**config.mk**
```make
export PLATFORM = sky130hd
export DESIGN_NAME = regfile_mp
export DESIGN_NICKNAME = d
export VERILOG_FILES = /design/src/rtl/regfile_pkg.sv /design/src/rtl/regfile_scoreboard.sv /design/src/rtl/regfile_mp.sv
export SDC_FILE = /design/constraint.sdc
export NUM_CORES = 2
export LEC_CHECK = 0
export CORE_MARGIN = 2
export CORE_UTILIZATION = 48
export CTS_BUF_LIST = sky130_fd_sc_hd__clkbuf_4 sky130_fd_sc_hd__clkbuf_8
export CTS_CLUSTER_DIAMETER = 200
export CTS_CLUSTER_SIZE = 25
export DETAILED_ROUTE_END_ITERATION = 12
export PLACE_DENSITY = 0.65
export RECOVER_POWER = 50
export REMOVE_ABC_BUFFERS = 1
export SLEW_MARGIN = 30
export SYNTH_ARGS = -nofsm -noshare
export SYNTH_HDL_FRONTEND = slang
export SYNTH_SLANG_ARGS = --single-unit
```
**constraint.sdc**
```tcl
create_clock -name clk -period 6 [get_ports clk]
set_input_delay 1.2 -clock clk [delete_from_list [all_inputs] [get_ports clk]]
set_output_delay 1.2 -clock clk [all_outputs]
set_load 0.05 [all_outputs]
```
**src/rtl/regfile_pkg.sv**
```systemverilog
// Shared constants and write-port arbitration for the multi-port register file.
package regfile_pkg;

    localparam int unsigned XLEN_DEF  = 32;
    localparam int unsigned NREGS_DEF = 32;
    localparam int unsigned ZERO_REG  = 0;

    // Arbitration works on write ports padded out to the widest supported configuration.
    localparam int unsigned MAX_NWR = 4;
    localparam int unsigned MAX_AW  = 16;

    typedef struct packed {
        logic       hit;
        logic [1:0] port;
    } wr_sel_t;

    // Highest-index enabled write port targeting addr; register 0 never matches.
    function automatic wr_sel_t win_port(input logic [MAX_NWR-1:0]        we,
                                         input logic [MAX_NWR*MAX_AW-1:0] addrs,
                                         input logic [MAX_AW-1:0]         addr);
        wr_sel_t sel;
        sel = '0;
        for (int unsigned j = 0; j < MAX_NWR; j++) begin
            if (we[j] && (addrs[j*MAX_AW +: MAX_AW] == addr) &&
                (addr != MAX_AW'(ZERO_REG))) begin
                sel.hit  = 1'b1;
                sel.port = 2'(j);
            end
        end
        return sel;
    endfunction

endpackage

```
**src/rtl/regfile_scoreboard.sv**
```systemverilog
// Per-register busy bits: issue sets, writeback clears, a same-cycle set beats a clear.
module regfile_scoreboard
    import regfile_pkg::*;
#(
    parameter int unsigned NREGS = NREGS_DEF,
    parameter int unsigned NWR   = 1,
    parameter int unsigned AW    = $clog2(NREGS)
) (
    input  logic              clk,
    input  logic              rst_n,
    input  logic              issue_en,
    input  logic [AW-1:0]     issue_addr,
    input  logic [NWR-1:0]    write_en,
    input  logic [NWR*AW-1:0] rd_addr,
    output logic [NREGS-1:0]  busy
);

    logic [NREGS-1:0]          busy_q, busy_d;
    logic [MAX_NWR-1:0]        we_pad;
    logic [MAX_NWR*MAX_AW-1:0] addr_pad;

    always_comb begin
        we_pad   = '0;
        addr_pad = '0;
        for (int unsigned j = 0; j < NWR; j++) begin
            we_pad[j]                        = write_en[j];
            addr_pad[j*MAX_AW +: MAX_AW] = MAX_AW'(rd_addr[j*AW +: AW]);
        end
    end

    always_comb begin
        wr_sel_t sel;
        sel    = '0;
        busy_d = busy_q;
        for (int unsigned r = 1; r < NREGS; r++) begin
            sel = win_port(we_pad, addr_pad, MAX_AW'(r));
            if (issue_en && (issue_addr == AW'(r))) begin
                busy_d[r] = 1'b1;
            end else if (sel.hit) begin
                busy_d[r] = 1'b0;
            end
        end
        busy_d[ZERO_REG] = 1'b0;
    end

    always_ff @(posedge clk) begin
        if (!rst_n) begin
            busy_q <= '0;
        end else begin
            busy_q <= busy_d;
        end
    end

    assign busy = busy_q;

endmodule

```
**src/rtl/regfile_mp.sv**
```systemverilog
// Multi-port register file with x0 hardwired to zero and a busy scoreboard.
// Defining REGFILE_BYPASS_EN adds a same-cycle write-to-read bypass on every read port.
module regfile_mp
    import regfile_pkg::*;
#(
    parameter int unsigned XLEN  = XLEN_DEF,
    parameter int unsigned NREGS = NREGS_DEF,
    parameter int unsigned NRD   = 2,
    parameter int unsigned NWR   = 1,
    parameter int unsigned AW    = $clog2(NREGS)
) (
    input  logic                clk,
    input  logic                rst_n,
    input  logic [NRD*AW-1:0]   rs_addr,
    output logic [NRD*XLEN-1:0] rs_data,
    output logic [NRD-1:0]      rs_busy,
    input  logic [NWR*AW-1:0]   rd_addr,
    input  logic [NWR*XLEN-1:0] rd_data,
    input  logic [NWR-1:0]      write_en,
    input  logic                issue_en,
    input  logic [AW-1:0]       issue_addr
);

    logic [XLEN-1:0]           mem_q [NREGS];
    logic [XLEN-1:0]           mem_d [NREGS];
    logic [NREGS-1:0]          busy;
    logic [MAX_NWR-1:0]        we_pad;
    logic [MAX_NWR*MAX_AW-1:0] addr_pad;

    regfile_scoreboard #(
        .NREGS (NREGS),
        .NWR   (NWR),
        .AW    (AW)
    ) u_scoreboard (
        .clk        (clk),
        .rst_n      (rst_n),
        .issue_en   (issue_en),
        .issue_addr (issue_addr),
        .write_en   (write_en),
        .rd_addr    (rd_addr),
        .busy       (busy)
    );

    always_comb begin
        we_pad   = '0;
        addr_pad = '0;
        for (int unsigned j = 0; j < NWR; j++) begin
            we_pad[j]                    = write_en[j];
            addr_pad[j*MAX_AW +: MAX_AW] = MAX_AW'(rd_addr[j*AW +: AW]);
        end
    end

    always_comb begin
        wr_sel_t sel;
        sel   = '0;
        mem_d = mem_q;
        for (int unsigned r = 1; r < NREGS; r++) begin
            sel = win_port(we_pad, addr_pad, MAX_AW'(r));
            if (sel.hit) begin
                mem_d[r] = rd_data[sel.port*XLEN +: XLEN];
            end
        end
        mem_d[ZERO_REG] = '0;
    end

    always_ff @(posedge clk) begin
        if (!rst_n) begin
            for (int unsigned r = 0; r < NREGS; r++) begin
                mem_q[r] <= '0;
            end
        end else begin
            mem_q <= mem_d;
        end
    end

    always_comb begin
        logic [AW-1:0] ra;
`ifdef REGFILE_BYPASS_EN
        wr_sel_t       sel;
        sel = '0;
`endif
        ra      = '0;
        rs_data = '0;
        rs_busy = '0;
        for (int unsigned i = 0; i < NRD; i++) begin
            ra                       = rs_addr[i*AW +: AW];
            rs_data[i*XLEN +: XLEN] = mem_q[ra];
            rs_busy[i]               = busy[ra];
`ifdef REGFILE_BYPASS_EN
            // A bypassed value is ready now, unless the register is being re-issued.
            sel = win_port(we_pad, addr_pad, MAX_AW'(ra));
            if (sel.hit) begin
                rs_data[i*XLEN +: XLEN] = rd_data[sel.port*XLEN +: XLEN];
                rs_busy[i]               = issue_en && (issue_addr == ra);
            end
`endif
        end
    end

endmodule

```
==> metrics <==
Reg2Reg Launch Point mem_q[319]; Peak VDD IR 143 µV; Synth Register Bits 1023; Tmin final 5.55 ns; Wirelength per Cell 26.8 µm; final net count 6522; die height 345 µm; first-pass GRT wire length 311000 µm; Critical Path Sink Type register; FILL cells 10891; # port buffers 121; met3 WL 24000 µm; Place WS 0.808 ns; Detail Route Antenna Nets 0; largest net degree at the start of global routing 220; unrepaired setup endpoints after global routing false; Synth cell types 36; Netlist Area Pre-Place 0.0557 mm²; Hold Violations, Final 0; GRT Util Overall 34.8%; number of global-route vias before repair 46742; crit-path max cell delay 2.05 ns; CP startpoint kind input port; CTS tree done; Sw Pwr 0.00355 W; GPL Wtd Cong 0.918; YS warnings 0; delay-heaviest family, CP simple AND/OR/NAND/NOR gates; PostCTS Resize Cnt 0; Placed Area 0.0577 mm²; Bufs on Longest Clock Path 3; H-tree level count 2; num ports 122; grt ovf 0; CTS buffer count 46; hold_sp mem_q[925]; violated checks capacitance limit, slew limit; clk sink count 1023; Iter 0 DRT Violations 6491; Net Sw Frac 30.2%; Via Count 50496; Syn Inst Count 6765; Final Skew 0 ns; number of synthesized flops with an enable pin 0; DR WL met2 91300 µm; layout cell share with drive strength beyond 1 7.58%; outcome complete, but fails checks; 1st-pass router iterations 6; clock root cell clkbuf_8; share of flip-flops with an asynchronous set or reset 0%; WP data arrival 6.28 ns; core footprint 0.115 mm²; initial antenna violation count 7; area grow syn2layout 4.50%; Clock power frac 25.4%; CP max FO 10; CTS clk-pin slew, worst paths 0.15 ns; Critical Path RT 6.73 ns; DR top layer met5; Rows 124; Tot Pwr 0.0118 W; Max Fclk 180 MHz; Main synth FF type dfxtp_1; vias per inst 6.33; Max Cap Violations 21; combinational share of power 16.1%; Worst Tran Pin Value 3.70 ns; Worst-Skew Late Latency 0.82 ns; total wire length 214000 µm; leakage 20.2 nW; sequential fraction of the synthesis area 36.8%; fin crit share 92.5%; Starting Density 48.6%; die area 0.119 mm²; worst hold path class register to register; DRC errors left 0; final setup fails 0; worst hold slack 0.477 ns; post-DP HPWL 128000 µm; Setup Crit Path Kind input port to register; Post-Layout Inst Area 0.0582 mm²; Power Dens Cells 202 mW/mm²; slack of the critical path 0.447 ns; setup repair bufs after CTS 0; syn avg cell area 8.23 µm²; crit path max-delay cell type nor3_1; Die Wd 345 µm; Setup crit start rd_addr[0]; met1 wire length 86900 µm; hold buffers post-CTS 0; CP Cell Sequence dlygate4sd3_1, nand2b_1, or2_0, nor3_1, clkbuf_1, nand2_1, a21boi_0; max-slew violations 578; Pint 0.00820 W; worst path buffer plus inverter count 2; headroom to the max-slew limit -147%; Flop pwr share 58.6%
[power groups by stage]
stage                     Combinational, W  Sequential, W  Clock [W]
after global routing               0.00193        0.00689    0.00319
after detailed placement           0.00184        0.00703          0
final                              0.00189        0.00689    0.00298
after floorplan                   0.000855        0.00702          0
after CTS                          0.00184        0.00688    0.00300
after global placement             0.00183        0.00703          0
[per-stage QoR]
step | instances | TNS [ns] | utilization [%]
floorplan | 6097 | -39.04 | -
global placement | 7929 | 0 | 50.3
detailed placement | 7930 | 0 | 50.3
CTS | 7980 | 0 | 50.9
global route | 7981 | 0 | 50.7
finish | 7982 | 0 | 50.7
[logic make-up after synthesis]
| group | after synthesis | synth area share [%] |
|---|---|---|
| simple gates | 2599 | 19.1 |
| compound gates | 1551 | 20.3 |
| flops | 1023 | 36.8 |
| mux | 924 | 18.2 |
| buf+inv | 668 | 5.52 |
[flip-flops by register name, summed over array words and instances (netlist names)]
name / cells
u_scoreboard.busy: 31
mem_q: 992
[cells in the final DEF, fill, tap and decap left out, drive strengths merged]
cell type / Yosys / routed
nor2: 25 / 25
diode: 0 / 2
a32oi: 8 / 8
nand2: 2155 / 2155
a221oi: 66 / 66
mux2: 66 / 66
dlygate4sd3: 0 / 3
nor4: 8 / 8
nand3: 198 / 198
nand4: 1 / 1
a31oi: 66 / 66
and2: 4 / 4
or2: 5 / 5
a21boi: 992 / 992
mux4: 66 / 66
a22oi: 287 / 287
clkdlybuf4s50: 0 / 44
nand2b: 8 / 8
nor3: 80 / 80
clkbuf: 395 / 72
nor2b: 115 / 115
dfxtp: 1023 / 1023
buf: 273 / 252
mux2i: 792 / 792
a21oi: 132 / 132
[cells in the mapped netlist, types with 68 or more instances]
| cell type | count | area [µm²] |
|---|---|---|
| a21boi_0 | 727 | 5460 |
| a21boi_1 | 265 | 1990 |
| a21oi_1 | 132 | 661 |
| a22oi_1 | 287 | 2150 |
| buf_2 | 187 | 936 |
| buf_4 | 70 | 526 |
| clkbuf_1 | 393 | 1480 |
| dfxtp_1 | 1023 | 20500 |
| mux2i_1 | 792 | 7930 |
| nand2_1 | 2152 | 8080 |
| nand3_1 | 198 | 991 |
| nor2b_1 | 115 | 719 |
| nor3_1 | 68 | 340 |
[per-layer routing]
metal	vias up	track usage, %
met5	-	0
met4	10	16.9
met3	618	7.80
met2	2870	52.3
met1	24414	47.2
li1	22584	-
[layout make-up]
type                       instances  area [µm²]  share of cell area (%)
antenna                            2        5.00                 0.00860
sequential                      1023       20500                    35.2
multi-input combinational       5074       32300                    55.6
clock buffer                      50         688                    1.18
tap                             1512        1890                    3.25
timing repair buffer             321        2790                    4.79
[worst reg2reg max path: stages, from the launching register on]
cell      delay, ns
dfxtp_1        0.39
nand2_1        0.06
a21boi_0       0.29
[final timing paths]
path / endpoint / cells past startpoint / slack [ns]
worst min-delay path: mem_q[925] / 2 / 0.48
worst max register to register: mem_q[319] / 2 / 5.19
worst min register to register: mem_q[925] / 2 / 0.48
worst max-delay path: mem_q[421] / 7 / 0.45
Power figures use the tool's default switching activity.
